<file path="src/rtl/scr1_ialu_arb_pkg.sv">
// rtl/scr1_ialu_arb_pkg.sv - shared types and helpers for the IALU arbiter
package scr1_ialu_arb_pkg;

    localparam int SCR1_XLEN = 32;

    // Command encoding seen by the shared IALU
    typedef enum logic [4:0] {
        SCR1_IALU_CMD_NONE    = 5'd0,
        SCR1_IALU_CMD_AND     = 5'd1,
        SCR1_IALU_CMD_OR      = 5'd2,
        SCR1_IALU_CMD_XOR     = 5'd3,
        SCR1_IALU_CMD_ADD     = 5'd4,
        SCR1_IALU_CMD_SUB     = 5'd5,
        SCR1_IALU_CMD_SUB_LT  = 5'd6,
        SCR1_IALU_CMD_SUB_LTU = 5'd7,
        SCR1_IALU_CMD_SUB_EQ  = 5'd8,
        SCR1_IALU_CMD_SUB_NE  = 5'd9,
        SCR1_IALU_CMD_SUB_GE  = 5'd10,
        SCR1_IALU_CMD_SUB_GEU = 5'd11,
        SCR1_IALU_CMD_SLL     = 5'd12,
        SCR1_IALU_CMD_SRL     = 5'd13,
        SCR1_IALU_CMD_SRA     = 5'd14,
        SCR1_IALU_CMD_MUL     = 5'd15,
        SCR1_IALU_CMD_MULHU   = 5'd16,
        SCR1_IALU_CMD_MULHSU  = 5'd17,
        SCR1_IALU_CMD_MULH    = 5'd18,
        SCR1_IALU_CMD_DIV     = 5'd19,
        SCR1_IALU_CMD_DIVU    = 5'd20,
        SCR1_IALU_CMD_REM     = 5'd21,
        SCR1_IALU_CMD_REMU    = 5'd22
    } type_scr1_ialu_cmd_sel_e;

    typedef enum logic {
        IDLE,
        RVM_BUSY
    } type_scr1_ialu_arb_fsm_e;

    // Multi-cycle commands go through the IALU's RVM handshake
    function automatic logic is_rvm_cmd(input type_scr1_ialu_cmd_sel_e cmd);
        return (cmd >= SCR1_IALU_CMD_MUL) && (cmd <= SCR1_IALU_CMD_REMU);
    endfunction

endpackage

</file>
<file path="src/rtl/scr1_ialu_rr_arb.sv">
// rtl/scr1_ialu_rr_arb.sv - round-robin picker with registered priority pointer
module scr1_ialu_rr_arb #(
    parameter int NUM_REQ = 2
) (
    input  logic                       clk,
    input  logic                       rst_n,
    input  logic [NUM_REQ-1:0]         req,
    input  logic                       adv,
    output logic [NUM_REQ-1:0]         grant,
    output logic [$clog2(NUM_REQ)-1:0] grant_idx
);

    localparam int IW = $clog2(NUM_REQ);

    logic [IW-1:0] ptr;
    logic [IW-1:0] ptr_next;
    logic [IW:0]   scan;
    logic [IW:0]   inc;
    logic          found;

    // Pick the first asserted request at or after the pointer, wrapping
    always_comb begin
        found     = 1'b0;
        grant_idx = '0;
        scan      = '0;
        for (int i = 0; i < NUM_REQ; i++) begin
            scan = {1'b0, ptr} + (IW+1)'(i);
            if (scan >= (IW+1)'(NUM_REQ)) begin
                scan = scan - (IW+1)'(NUM_REQ);
            end
            if (!found && req[scan[IW-1:0]]) begin
                found     = 1'b1;
                grant_idx = scan[IW-1:0];
            end
        end
        grant = found ? (NUM_REQ'(1) << grant_idx) : '0;
    end

    // Next pointer is one past the granted index, modulo NUM_REQ
    always_comb begin
        inc      = {1'b0, grant_idx} + (IW+1)'(1);
        ptr_next = (inc == (IW+1)'(NUM_REQ)) ? '0 : inc[IW-1:0];
    end

    // Pointer advances only when the grant is actually taken
    always_ff @(posedge clk or negedge rst_n) begin
        if (!rst_n) begin
            ptr <= '0;
        end else if (adv) begin
            ptr <= ptr_next;
        end
    end

endmodule

</file>
<file path="src/rtl/scr1_ialu_arb.sv">
// rtl/scr1_ialu_arb.sv - shares one IALU between several requesters
module scr1_ialu_arb
    import scr1_ialu_arb_pkg::*;
#(
    parameter int NUM_REQ = 2,
    parameter int XLEN    = SCR1_XLEN
) (
    input  logic                                      clk,
    input  logic                                      rst_n,
    input  logic [NUM_REQ-1:0]                        req_vd_i,
    input  logic [NUM_REQ-1:0][XLEN-1:0]              req_op1_i,
    input  logic [NUM_REQ-1:0][XLEN-1:0]              req_op2_i,
    input  type_scr1_ialu_cmd_sel_e [NUM_REQ-1:0]     req_cmd_i,
    output logic [NUM_REQ-1:0]                        req_rdy_o,
    output logic                                      resp_vd_o,
    output logic [$clog2(NUM_REQ)-1:0]                resp_id_o,
    output logic [XLEN-1:0]                           resp_res_o,
    output logic                                      resp_cmp_o,
    input  logic                                      resp_rdy_i,
    output logic [XLEN-1:0]                           arb2ialu_op1_o,
    output logic [XLEN-1:0]                           arb2ialu_op2_o,
    output type_scr1_ialu_cmd_sel_e                   arb2ialu_cmd_o,
    output logic                                      arb2ialu_rvm_vd_o,
    input  logic [XLEN-1:0]                           ialu2arb_res_i,
    input  logic                                      ialu2arb_cmp_i,
    input  logic                                      ialu2arb_rvm_rdy_i
);

    localparam int IW = $clog2(NUM_REQ);

    type_scr1_ialu_arb_fsm_e state;
    type_scr1_ialu_arb_fsm_e state_next;

    logic [NUM_REQ-1:0]      rr_grant;
    logic [IW-1:0]           rr_idx;
    logic                    slot_free;
    logic                    accept;
    logic                    rvm_accept;
    logic                    rvm_done;

    logic [XLEN-1:0]         hold_op1;
    logic [XLEN-1:0]         hold_op2;
    type_scr1_ialu_cmd_sel_e hold_cmd;
    logic [IW-1:0]           hold_id;

    // A grant is only possible when its result has somewhere to land
    assign slot_free  = ~resp_vd_o | resp_rdy_i;
    assign accept     = (state == IDLE) & slot_free & (|req_vd_i);
    assign rvm_accept = accept & is_rvm_cmd(req_cmd_i[rr_idx]);
    assign rvm_done   = (state == RVM_BUSY) & ialu2arb_rvm_rdy_i;

    scr1_ialu_rr_arb #(
        .NUM_REQ (NUM_REQ)
    ) u_rr_arb (
        .clk       (clk),
        .rst_n     (rst_n),
        .req       (req_vd_i),
        .adv       (accept),
        .grant     (rr_grant),
        .grant_idx (rr_idx)
    );

    // State register
    always_ff @(posedge clk or negedge rst_n) begin
        if (!rst_n) begin
            state <= IDLE;
        end else begin
            state <= state_next;
        end
    end

    // Next state, grant strobes and IALU operand steering
    always_comb begin
        state_next        = state;
        req_rdy_o         = '0;
        arb2ialu_op1_o    = '0;
        arb2ialu_op2_o    = '0;
        arb2ialu_cmd_o    = SCR1_IALU_CMD_NONE;
        arb2ialu_rvm_vd_o = 1'b0;
        case (state)
            IDLE: begin
                if (accept) begin
                    req_rdy_o      = rr_grant;
                    arb2ialu_op1_o = req_op1_i[rr_idx];
                    arb2ialu_op2_o = req_op2_i[rr_idx];
                    arb2ialu_cmd_o = req_cmd_i[rr_idx];
                    if (rvm_accept) begin
                        state_next = RVM_BUSY;
                    end
                end
            end
            RVM_BUSY: begin
                arb2ialu_op1_o    = hold_op1;
                arb2ialu_op2_o    = hold_op2;
                arb2ialu_cmd_o    = hold_cmd;
                arb2ialu_rvm_vd_o = 1'b1;
                if (ialu2arb_rvm_rdy_i) begin
                    state_next = IDLE;
                end
            end
            default: state_next = IDLE;
        endcase
    end

    // Operands of a multi-cycle op are held so the requester is free to move on
    always_ff @(posedge clk or negedge rst_n) begin
        if (!rst_n) begin
            hold_op1 <= '0;
            hold_op2 <= '0;
            hold_cmd <= SCR1_IALU_CMD_NONE;
            hold_id  <= '0;
        end else if (rvm_accept) begin
            hold_op1 <= req_op1_i[rr_idx];
            hold_op2 <= req_op2_i[rr_idx];
            hold_cmd <= req_cmd_i[rr_idx];
            hold_id  <= rr_idx;
        end
    end

    // Single-entry response register; reload wins over consume for full throughput
    always_ff @(posedge clk or negedge rst_n) begin
        if (!rst_n) begin
            resp_vd_o  <= 1'b0;
            resp_id_o  <= '0;
            resp_res_o <= '0;
            resp_cmp_o <= 1'b0;
        end else if (accept && !rvm_accept) begin
            resp_vd_o  <= 1'b1;
            resp_id_o  <= rr_idx;
            resp_res_o <= ialu2arb_res_i;
            resp_cmp_o <= ialu2arb_cmp_i;
        end else if (rvm_done) begin
            resp_vd_o  <= 1'b1;
            resp_id_o  <= hold_id;
            resp_res_o <= ialu2arb_res_i;
            resp_cmp_o <= ialu2arb_cmp_i;
        end else if (resp_vd_o && resp_rdy_i) begin
            resp_vd_o  <= 1'b0;
            resp_id_o  <= '0;
            resp_res_o <= '0;
            resp_cmp_o <= 1'b0;
        end
    end

endmodule

</file>
<file path="config.mk">
export PLATFORM = sky130hd
export DESIGN_NAME = scr1_ialu_arb
export DESIGN_NICKNAME = d
export VERILOG_FILES = /design/src/rtl/scr1_ialu_arb_pkg.sv /design/src/rtl/scr1_ialu_rr_arb.sv /design/src/rtl/scr1_ialu_arb.sv
export SDC_FILE = /design/constraint.sdc
export NUM_CORES = 1
export LEC_CHECK = 0
export ABC_AREA = 1
export CELL_PAD_IN_SITES_DETAIL_PLACEMENT = 0
export CELL_PAD_IN_SITES_GLOBAL_PLACEMENT = 1
export CORE_MARGIN = 2
export CORE_UTILIZATION = 28
export DETAILED_ROUTE_END_ITERATION = 7
export PLACE_DENSITY = 0.83
export SKIP_CTS_REPAIR_TIMING = 1
export SYNTH_ARGS = -nofsm -noshare
export SYNTH_HDL_FRONTEND = slang
export SYNTH_SLANG_ARGS = --single-unit
</file>
<file path="constraint.sdc">
create_clock -name clk -period 2.5 [get_ports clk]
set_clock_uncertainty 0.05 [all_clocks]
set_input_delay 0.5 -clock clk [delete_from_list [all_inputs] [get_ports clk]]
set_output_delay 0.5 -clock clk [all_outputs]
set_load 0.005 [all_outputs]
</file>
### Word level (Yosys, flattened, before mapping)

Cells that the tools add are included.

* bits in registers: 107
* bits of input ports: 177
* output and inout port bits: 107

* reductions and logical operators: 8
* bitwise gates (word level): 7
* magnitude comparators: 7
* shift-type cells: 1
* equal/unequal tests: 1
* add/sub/neg operators: 4
* mux-type cells: 41

Operator list (count)
* $mux 32: 9
* $pmux 32 s2: 2
* $mux 1: 22
* $mux 5: 3
* $pmux 5 s2: 1
* $lt 1x2->1 const B: 3
* $mux 2: 3
* $ge 5x4->1 const B: 1
* $le 5x5->1 const B: 1
* $add 1x1->2 const B: 2
* $and 1x1->1: 4
* $logic_and 1x1->1: 4
* $reduce_bool 3->1: 1
* $eq 2x2->1 const B: 1
* $ge 1x2->1 const B: 1
* $ge 2x2->1 const B: 1
* $logic_not 1->1: 2
* $not 1->1: 2
* $pmux 1 s2: 1
* $reduce_or 2->1: 1
* $shl 1x1->2 const A: 1
* $sub 1x1->1 const B: 2
* $or 1x1->1: 1

### Depth between registers and ports, before layout

Gate-level depths: netlist of run 1.

* word-level depth: 16
* depth in mapped cells: 15
* mapped depth without buffers: 12

### Hierarchy

Synthesis of run 1 repeated with hierarchy kept, for this count alone.

* cells, all modules: 858
* area, all modules: 6313.6 µm²

Modules (own cells, without submodules)
* scr1_ialu_arb: times used 1, cells each 847, area each 6243.5 µm²
* scr1_ialu_rr_arb: times used 1, cells each 11, area each 70.1 µm²

### Worst setup path after synthesis of run 1

OpenSTA, ideal clock, no wires.

* kind: input to output
* start: input req_vd_i[0]
* end: output arb2ialu_op1_o[0]
* data arrival time: 1.525 ns
* path buffers: 3
* data required time: 1.950 ns
* cell stages on the path: 7
* slack: 0.425 ns
* cell sequence: nand2_2 > nand2_2 > buf_6 > buf_4 > buf_2 > mux2i_1 > o21ai_0

* word-level cells in the longest chain between the ends: 10
* elaborated cells between the ends (all ways): 15

RTL lines
* from (decl): RTL line scr1_ialu_arb.sv:10 `input logic [NUM_REQ-1:0] req_vd_i,`
* $mux 1 (not written as such) (2 in series): RTL line scr1_ialu_rr_arb.sv:31 `if (!found && req[scan[IW-1:0]]) begin`
* $mux 1: RTL line scr1_ialu_rr_arb.sv:31
* $logic_not 1->1: RTL line scr1_ialu_rr_arb.sv:31
* $logic_and 1x1->1: RTL line scr1_ialu_rr_arb.sv:31
* $mux 1: RTL line scr1_ialu_rr_arb.sv:31
* $mux 32 (not written as such) (2 in series): RTL line scr1_ialu_arb.sv:84 `arb2ialu_op1_o = req_op1_i[rr_idx];`
* $mux 32 (*): RTL line scr1_ialu_arb.sv:82 `if (accept) begin`
* $pmux 32 s2 (*): RTL line scr1_ialu_arb.sv:80 `case (state)`
* to (decl): RTL line scr1_ialu_arb.sv:20 `output logic [XLEN-1:0] arb2ialu_op1_o,`

Every way passes the cells marked *; elsewhere a longest branch is shown, timed or not. The select of a mux whose other input is x is not followed.

### Worst setup path in the final report of run 1

* start: register state
* end: output arb2ialu_op2_o[24]

* word-level cells in the longest chain between the ends: 5

RTL lines
* from (decl): RTL line scr1_ialu_arb.sv:31 `type_scr1_ialu_arb_fsm_e state;`
* from (signal assigned): RTL line scr1_ialu_arb.sv:68 `state <= state_next;`
* $not 1->1
* $and 1x1->1 (2 in series): RTL line scr1_ialu_arb.sv:48 `assign accept = (state == IDLE) & slot_free & (|req_vd_i);`
* $mux 32: RTL line scr1_ialu_arb.sv:82
* $pmux 32 s2 (*): RTL line scr1_ialu_arb.sv:80
* to (decl): RTL line scr1_ialu_arb.sv:21 `output logic [XLEN-1:0] arb2ialu_op2_o,`

Every way passes the cells marked *; elsewhere a longest branch is shown, timed or not.

==> run summary, run 1 <==
# diodes -> 0
Number of global-route vias before repair -> 5680
CTS tree -> yes
Seq/Total Area, Yosys -> 48.11%
Cell count after synthesis -> 655
FMAX -> 0.3799 GHz
Num rows -> 51
Initial core utilization -> 28.60%
Total CTS buffers -> 9
FF/Latch Area -> 2679 sq um
Syn Std Cell Area -> 5565 sq um
Via count -> 5769
Clk pin slew, worst setup/hold paths -> 0.08 ns
Initial antenna violation count -> 1
# fillers -> 1792
# nets final -> 1171
GRT Overall Usage -> 17.63%
WL/cell -> 15.63 microns
Crit path kind -> flop to primary output
Post-layout min period -> 2.632 ns
Static leakage -> 4.951 nW
Cell Pwr Density -> 925.7 nW/um^2
Critical path peak fanout -> 22
Final setup fails -> 31
I/O Buffers -> 283
CP endpoint kind -> primary output
Die Span X -> 145.0 microns
Fin. Hold Viols -> 0
CP max-delay cell -> clkdlybuf4s50_1
Largest net degree at the start of global routing -> 71
Min-delay worst type -> primary input to async pin
# IOs -> 284
Aggregate negative setup slack -> -2.903 ns
H-Tree Depth -> 3
Clk sink count -> 107
Die footprint -> 21020 sq um
Least-Margin Pin Slew -> 0.5923 ns
Share of the synthesized area in the top cell type -> 48.11%
Detail Route Antenna Nets -> 0
Distinct cell type count after synthesis -> 24
Syn avg cell area -> 8.497 sq um
Status -> complete, but fails checks
Global-route wire length before repair -> 30410 microns
Syn Nets -> 832
Slew Viols, Final -> 0
Die Ht -> 145.0 microns
P&R area growth vs syn -> 77.88%
Routed WL -> 19750 microns
CP max stage delay -> 0.53 ns
Failing checks -> negative setup slack
Finished Layout Cells -> 1264
Crit share post-route -> 105.3%
Final Util -> 50.86%
Worst skew pair latency -> 0.35 ns
Post-synth top area cell -> dfrtp_1
Clock tree buffer depth -> 2
Synth top area cells -> dfrtp_1 48%, nand2_1 15%, mux2i_1 12%
HPWL Detailed -> 13690 microns
Worst-path cell chain -> nor3_2 -> inv_2 -> buf_12 -> o21ai_0 -> clkdlybuf4s50_1
Critical path required time -> 1.95 ns
Startpoint Class -> flop
Pre-Repair DR Iteration Count -> 6
Root Driver -> clkbuf_16
Multi-input logic area -> 2679 sq um
Via density -> 4.564
CP delay by family, top -> buffers and inverters
FF+latch count, synth -> 107
CP arrival -> 2.08 ns
GR Overflow Total -> 0
Final hold slack -> 0.09201 ns
Synth warn -> 0
DRC Markers -> 0
RSZ-0062 raised after global routing -> true
Final WS setup -> -0.1321 ns
Max-cap violations -> 0
Worst rel slew slack -> 60.51%
Buf/Inv on CP -> 3
IR drop worst, VDD -> 490.3 uV
Initial drt markers -> 258
Layout cells sized above 1 -> 14.91%
DP Cell Count -> 1235
CORE AREA -> 19460 sq um
GPL Wtd Cong -> 0.7840
## final cells by class
type                    instances  share of cell area, %
repair buffers                378                  38.93
flip-flops and latches        107                  27.06
multi-input cells             484                  27.06
well taps                     265                  3.349
clock buffers                   9                  2.275
clock inverters                 7                 0.7963
inverters                      14                 0.5308
## power breakdown
part           internal [mW]  switching [mW]  total, mW
registers               2.52           0.411       2.93
logic                   2.63            2.17       4.80
clock network          0.714           0.721       1.43
total                   5.86            3.30       9.16
## path summary, 6_finish.rpt
kind	start	end	slack, ns	cells after the start
worst min-delay path	rst_n	hold_op1[0]$_DFFE_PN0P_	0.09	1
max in group asynchronous	rst_n	hold_op1[19]$_DFFE_PN0P_	1.53	2
worst max-delay path	state$_DFF_PN0_	arb2ialu_op2_o[24]	-0.13	5
worst min register to register	hold_op2[20]$_DFFE_PN0P_	hold_op2[20]$_DFFE_PN0P_	0.44	2
worst max register to register	u_rr_arb.ptr$_DFFE_PN0P_	hold_op2[0]$_DFFE_PN0P_	0.39	12
min in group clk	hold_op2[20]$_DFFE_PN0P_	hold_op2[20]$_DFFE_PN0P_	0.44	2
## Yosys cell counts (all sizes together)
| master | number |
|---|---|
| nand2 | 224 |
| o21ai | 139 |
| dfrtp | 107 |
| mux2i | 64 |
| nand4 | 34 |
| buf | 25 |
| clkbuf | 25 |
| inv | 13 |
| nor2 | 9 |
| nand3 | 7 |
| a21oi | 2 |
| o22ai | 2 |
| a31oi | 1 |
| clkinv | 1 |
| nor3 | 1 |
| or2 | 1 |
## kinds of logic after synthesis
family / count (synthesis) / synth area share [%]
and+or+nand+nor: 276 / 20.82
buffers and inverters: 64 / 6.475
DFF: 107 / 48.11
muxes: 64 / 11.51
AOI/OAI and AO/OA: 144 / 13.08
## layout by cell type, fill, tap and decap left out, types with 34 or more instances in the layout
cell / synthesis / routed
nand4_1: 34 / 34
buf_4: 3 / 78
clkdlybuf4s50_1: 0 / 238
dlymetal6s2s_1: 0 / 41
dfrtp_1: 107 / 106
nand2_1: 221 / 221
mux2i_1: 64 / 49
o21ai_1: 32 / 49
o21ai_0: 106 / 85
## stage by stage
stage / cell area [sq um] / power [mW] / setup slack [ns]
6_report: 9899 / 9.164 / -0.1321
3_3_place_gp: 9186 / 7.509 / -0.5760
2_1_floorplan: 5565 / 4.896 / 0.4249
5_1_grt: 9899 / 9.884 / -0.2769
4_1_cts: 9490 / 9.068 / -0.5436
3_5_place_dp: 9186 / 7.575 / -0.5156
## per-layer routing
layer,vias to the layer above,track usage [%],share of wire [%]
li1,2897,-,-
met1,2650,22.03,43
met2,205,29.88,49
met3,17,4.906,6.8
met4,0,4.901,1.4
met5,-,0,0
## worst register-to-register path, stage by stage (launching register included)
cell,delay (ns)
dfrtp_1,0.38
inv_2,0.06
nand2_2,0.08
nand2_8,0.14
buf_8,0.14
nand2_1,0.05
nand2_1,0.08
buf_4,0.11
nand3_1,0.11
o21ai_1,0.16
nand3_4,0.21
buf_4,0.26
o21ai_0,0.19
## sequential cells by signal, indices dropped and copies added, names as in the netlist
name,count
hold_op2,32
hold_cmd,5
hold_id,1
resp_res_o,32
u_rr_arb.ptr,1
resp_vd_o,1
resp_id_o,1
resp_cmp_o,1
state,1
hold_op1,32
Power figures use the tool's default switching activity.
==> run 2: changes to the inputs <==
--- a/config.mk
+++ b/config.mk
@@ -9,9 +9,10 @@
 export CELL_PAD_IN_SITES_DETAIL_PLACEMENT = 0
 export CELL_PAD_IN_SITES_GLOBAL_PLACEMENT = 1
 export CORE_MARGIN = 2
-export CORE_UTILIZATION = 28
+export CORE_UTILIZATION = 29
+export CTS_BUF_LIST = sky130_fd_sc_hd__clkbuf_8
 export DETAILED_ROUTE_END_ITERATION = 7
-export PLACE_DENSITY = 0.83
+export PLACE_DENSITY = 0.86
 export SKIP_CTS_REPAIR_TIMING = 1
 export SYNTH_ARGS = -nofsm -noshare
 export SYNTH_HDL_FRONTEND = slang
==> run summary, run 2 (same netlist as run 1, synthesis figures left out) <==
Final hold slack -> 0.4414 ns (+0.3494 ns)
# diodes -> 0 (unchanged)
Buf/Inv on CP -> 5 (+2)
Die footprint -> 20310 sq um (-3.4%)
Crit share post-route -> 98.67% (-6.6 points)
Worst rel slew slack -> 71.42% (+11 points)
Slew Viols, Final -> 0 (unchanged)
WL/cell -> 16.23 microns (+3.8%)
Least-Margin Pin Slew -> 0.4288 ns (-0.1635 ns)
H-Tree Depth -> 3 (unchanged)
# IOs -> 284 (unchanged)
Critical path peak fanout -> 8 (-64%)
Static leakage -> 5.022 nW (+1.4%)
Final Util -> 55.75% (+4.9 points)
Initial antenna violation count -> 0 (-1)
Largest net degree at the start of global routing -> 71 (unchanged)
Root Driver -> clkbuf_8
Startpoint Class -> flop
Initial drt markers -> 199 (-23%)
CP arrival -> 1.92 ns (-0.16 ns)
Clk pin slew, worst setup/hold paths -> 0.10 ns (+0.02 ns)
Crit path kind -> flop to primary output
Status -> complete, no violations
GR Overflow Total -> 0 (unchanged)
Fin area -> 10460 sq um (+5.7%)
CP max-delay cell -> dfrtp_1
Max-cap violations -> 0 (unchanged)
RSZ-0062 raised after global routing -> true
# nets final -> 1192 (+1.8%)
Critical path required time -> 1.95 ns (about the same)
Global-route wire length before repair -> 28410 microns (-6.6%)
Clk sink count -> 107 (unchanged)
Clock tree buffer depth -> 2 (unchanged)
Number of global-route vias before repair -> 5481 (-3.5%)
Hold path cells -> 2
HPWL Detailed -> 13430 microns (-1.9%)
Final setup fails -> 0 (-100%)
Routed WL -> 20330 microns (+2.9%)
Num rows -> 50 (-2.0%)
Fin. Hold Viols -> 0 (unchanged)
Regs by FF count -> hold_op1: 32 flops, hold_op2: 32 flops, resp_res_o: 32 flops
WP depth -> 9 (+4)
Via density -> 4.773 (+4.6%)
Worst Reg-to-Reg Cells -> 15 (+3)
GPL Wtd Cong -> 0.7881 (+0.52%)
Worst skew pair latency -> 0.38 ns (+0.03 ns)
Die Ht -> 142.5 microns (-1.7%)
Worst-path cell chain -> inv_2 -> nand2_4 -> nand2_8 -> buf_12 -> clkbuf_16 -> buf_4 -> mux2i_4 -> o21ai_1 -> dlymetal6s2s_1
CORE AREA -> 18770 sq um (-3.6%)
Aggregate negative setup slack -> 0 ns (+2.903 ns)
Min-delay worst type -> flop to flop
Post-layout min period -> 2.467 ns (-0.1654 ns)
Pre-Repair DR Iteration Count -> 4 (-2)
CP endpoint kind -> primary output
Die Span X -> 142.5 microns (-1.7%)
CP max stage delay -> 0.39 ns (-0.14 ns)
I/O Buffers -> 283 (unchanged)
IR drop worst, VDD -> 545.2 uV (+11%)
Detail Route Antenna Nets -> 0 (unchanged)
GRT Overall Usage -> 17.59% (-0.039 points)
Total CTS buffers -> 9 (unchanged)
Most common cell after layout, fill and taps aside -> nand2_1
CP delay by family, top -> buffers and inverters
FMAX -> 0.4054 GHz (+6.7%)
DRC Markers -> 0 (unchanged)
Layout cells sized above 1 -> 24.44% (+9.5 points)
Via count -> 5981 (+3.7%)
Cell Pwr Density -> 870.1 nW/um^2 (-6.0%)
Placed inst area -> 9045 sq um (-1.5%)
P&R area growth vs syn -> 88.02%
Initial core utilization -> 29.65% (+1.1 points)
CTS tree -> yes
Most frequent cells in the layout -> 221 x nand2_1, 208 x clkdlybuf4s50_1, 106 x dfrtp_1, 83 x buf_4, 76 x o21ai_1
[run 2: area by class of cell]
class	instances	area, sq um
tap	234	292.8
inverter	14	52.55
clock buffer	10	137.6
fill	1642	8304
timing repair buffer	399	3976
clock inverter	5	60.06
sequential	107	2679
multi-input combinational	484	3266
[run 2: layer usage]
metal  vias to the layer above  part of all wire, %  GRT usage (%)
li1                       2940                    -              -
met3                        32                  7.2          4.879
met5                         -                    0              0
met1                      2805                   40          20.87
met2                       204                   51          30.92
met4                         0                  2.1          5.419
[run 2: final timing paths]
path / from / endpoint / slack [ns]
min reg2reg: hold_op2[12]$_DFFE_PN0P_ / hold_op2[12]$_DFFE_PN0P_ / 0.44
max in group asynchronous: rst_n / hold_op2[4]$_DFFE_PN0P_ / 1.20
max: u_rr_arb.ptr$_DFFE_PN0P_ / arb2ialu_op2_o[29] / 0.03
min: hold_op2[12]$_DFFE_PN0P_ / hold_op2[12]$_DFFE_PN0P_ / 0.44
max reg2reg: u_rr_arb.ptr$_DFFE_PN0P_ / hold_op2[22]$_DFFE_PN0P_ / 0.41
min in group asynchronous: rst_n / hold_op1[18]$_DFFE_PN0P_ / 0.54
[run 2: power by group]
| group | total [mW] | switching, mW | internal (mW) | leakage [nW] |
|---|---|---|---|---|
| combinational | 5.07 | 2.33 | 2.74 | 3.58 |
| sequential | 2.92 | 0.407 | 2.51 | 1.34 |
| clock | 1.11 | 0.618 | 0.494 | 0.105 |
| total | 9.10 | 3.36 | 5.75 | 5.02 |
[run 2: metrics by stage]
stage               power, mW  cells  setup slack (ns)
floorplan               4.896    655            0.4249
global placement        7.435   1192           -0.5810
detailed placement      7.511   1192           -0.5780
CTS                     8.657   1207           -0.5803
global route            9.808   1253          -0.04903
finish                  9.105   1253           0.03331
[run 2: worst min-delay path, delay by kind of cell, from the launching register on]
family / cells / cell delay (ns)
AO/OA/AOI/OAI: 1 / 0.06
AND/OR/NAND/NOR: 1 / 0.05
flip-flops: 1 / 0.35
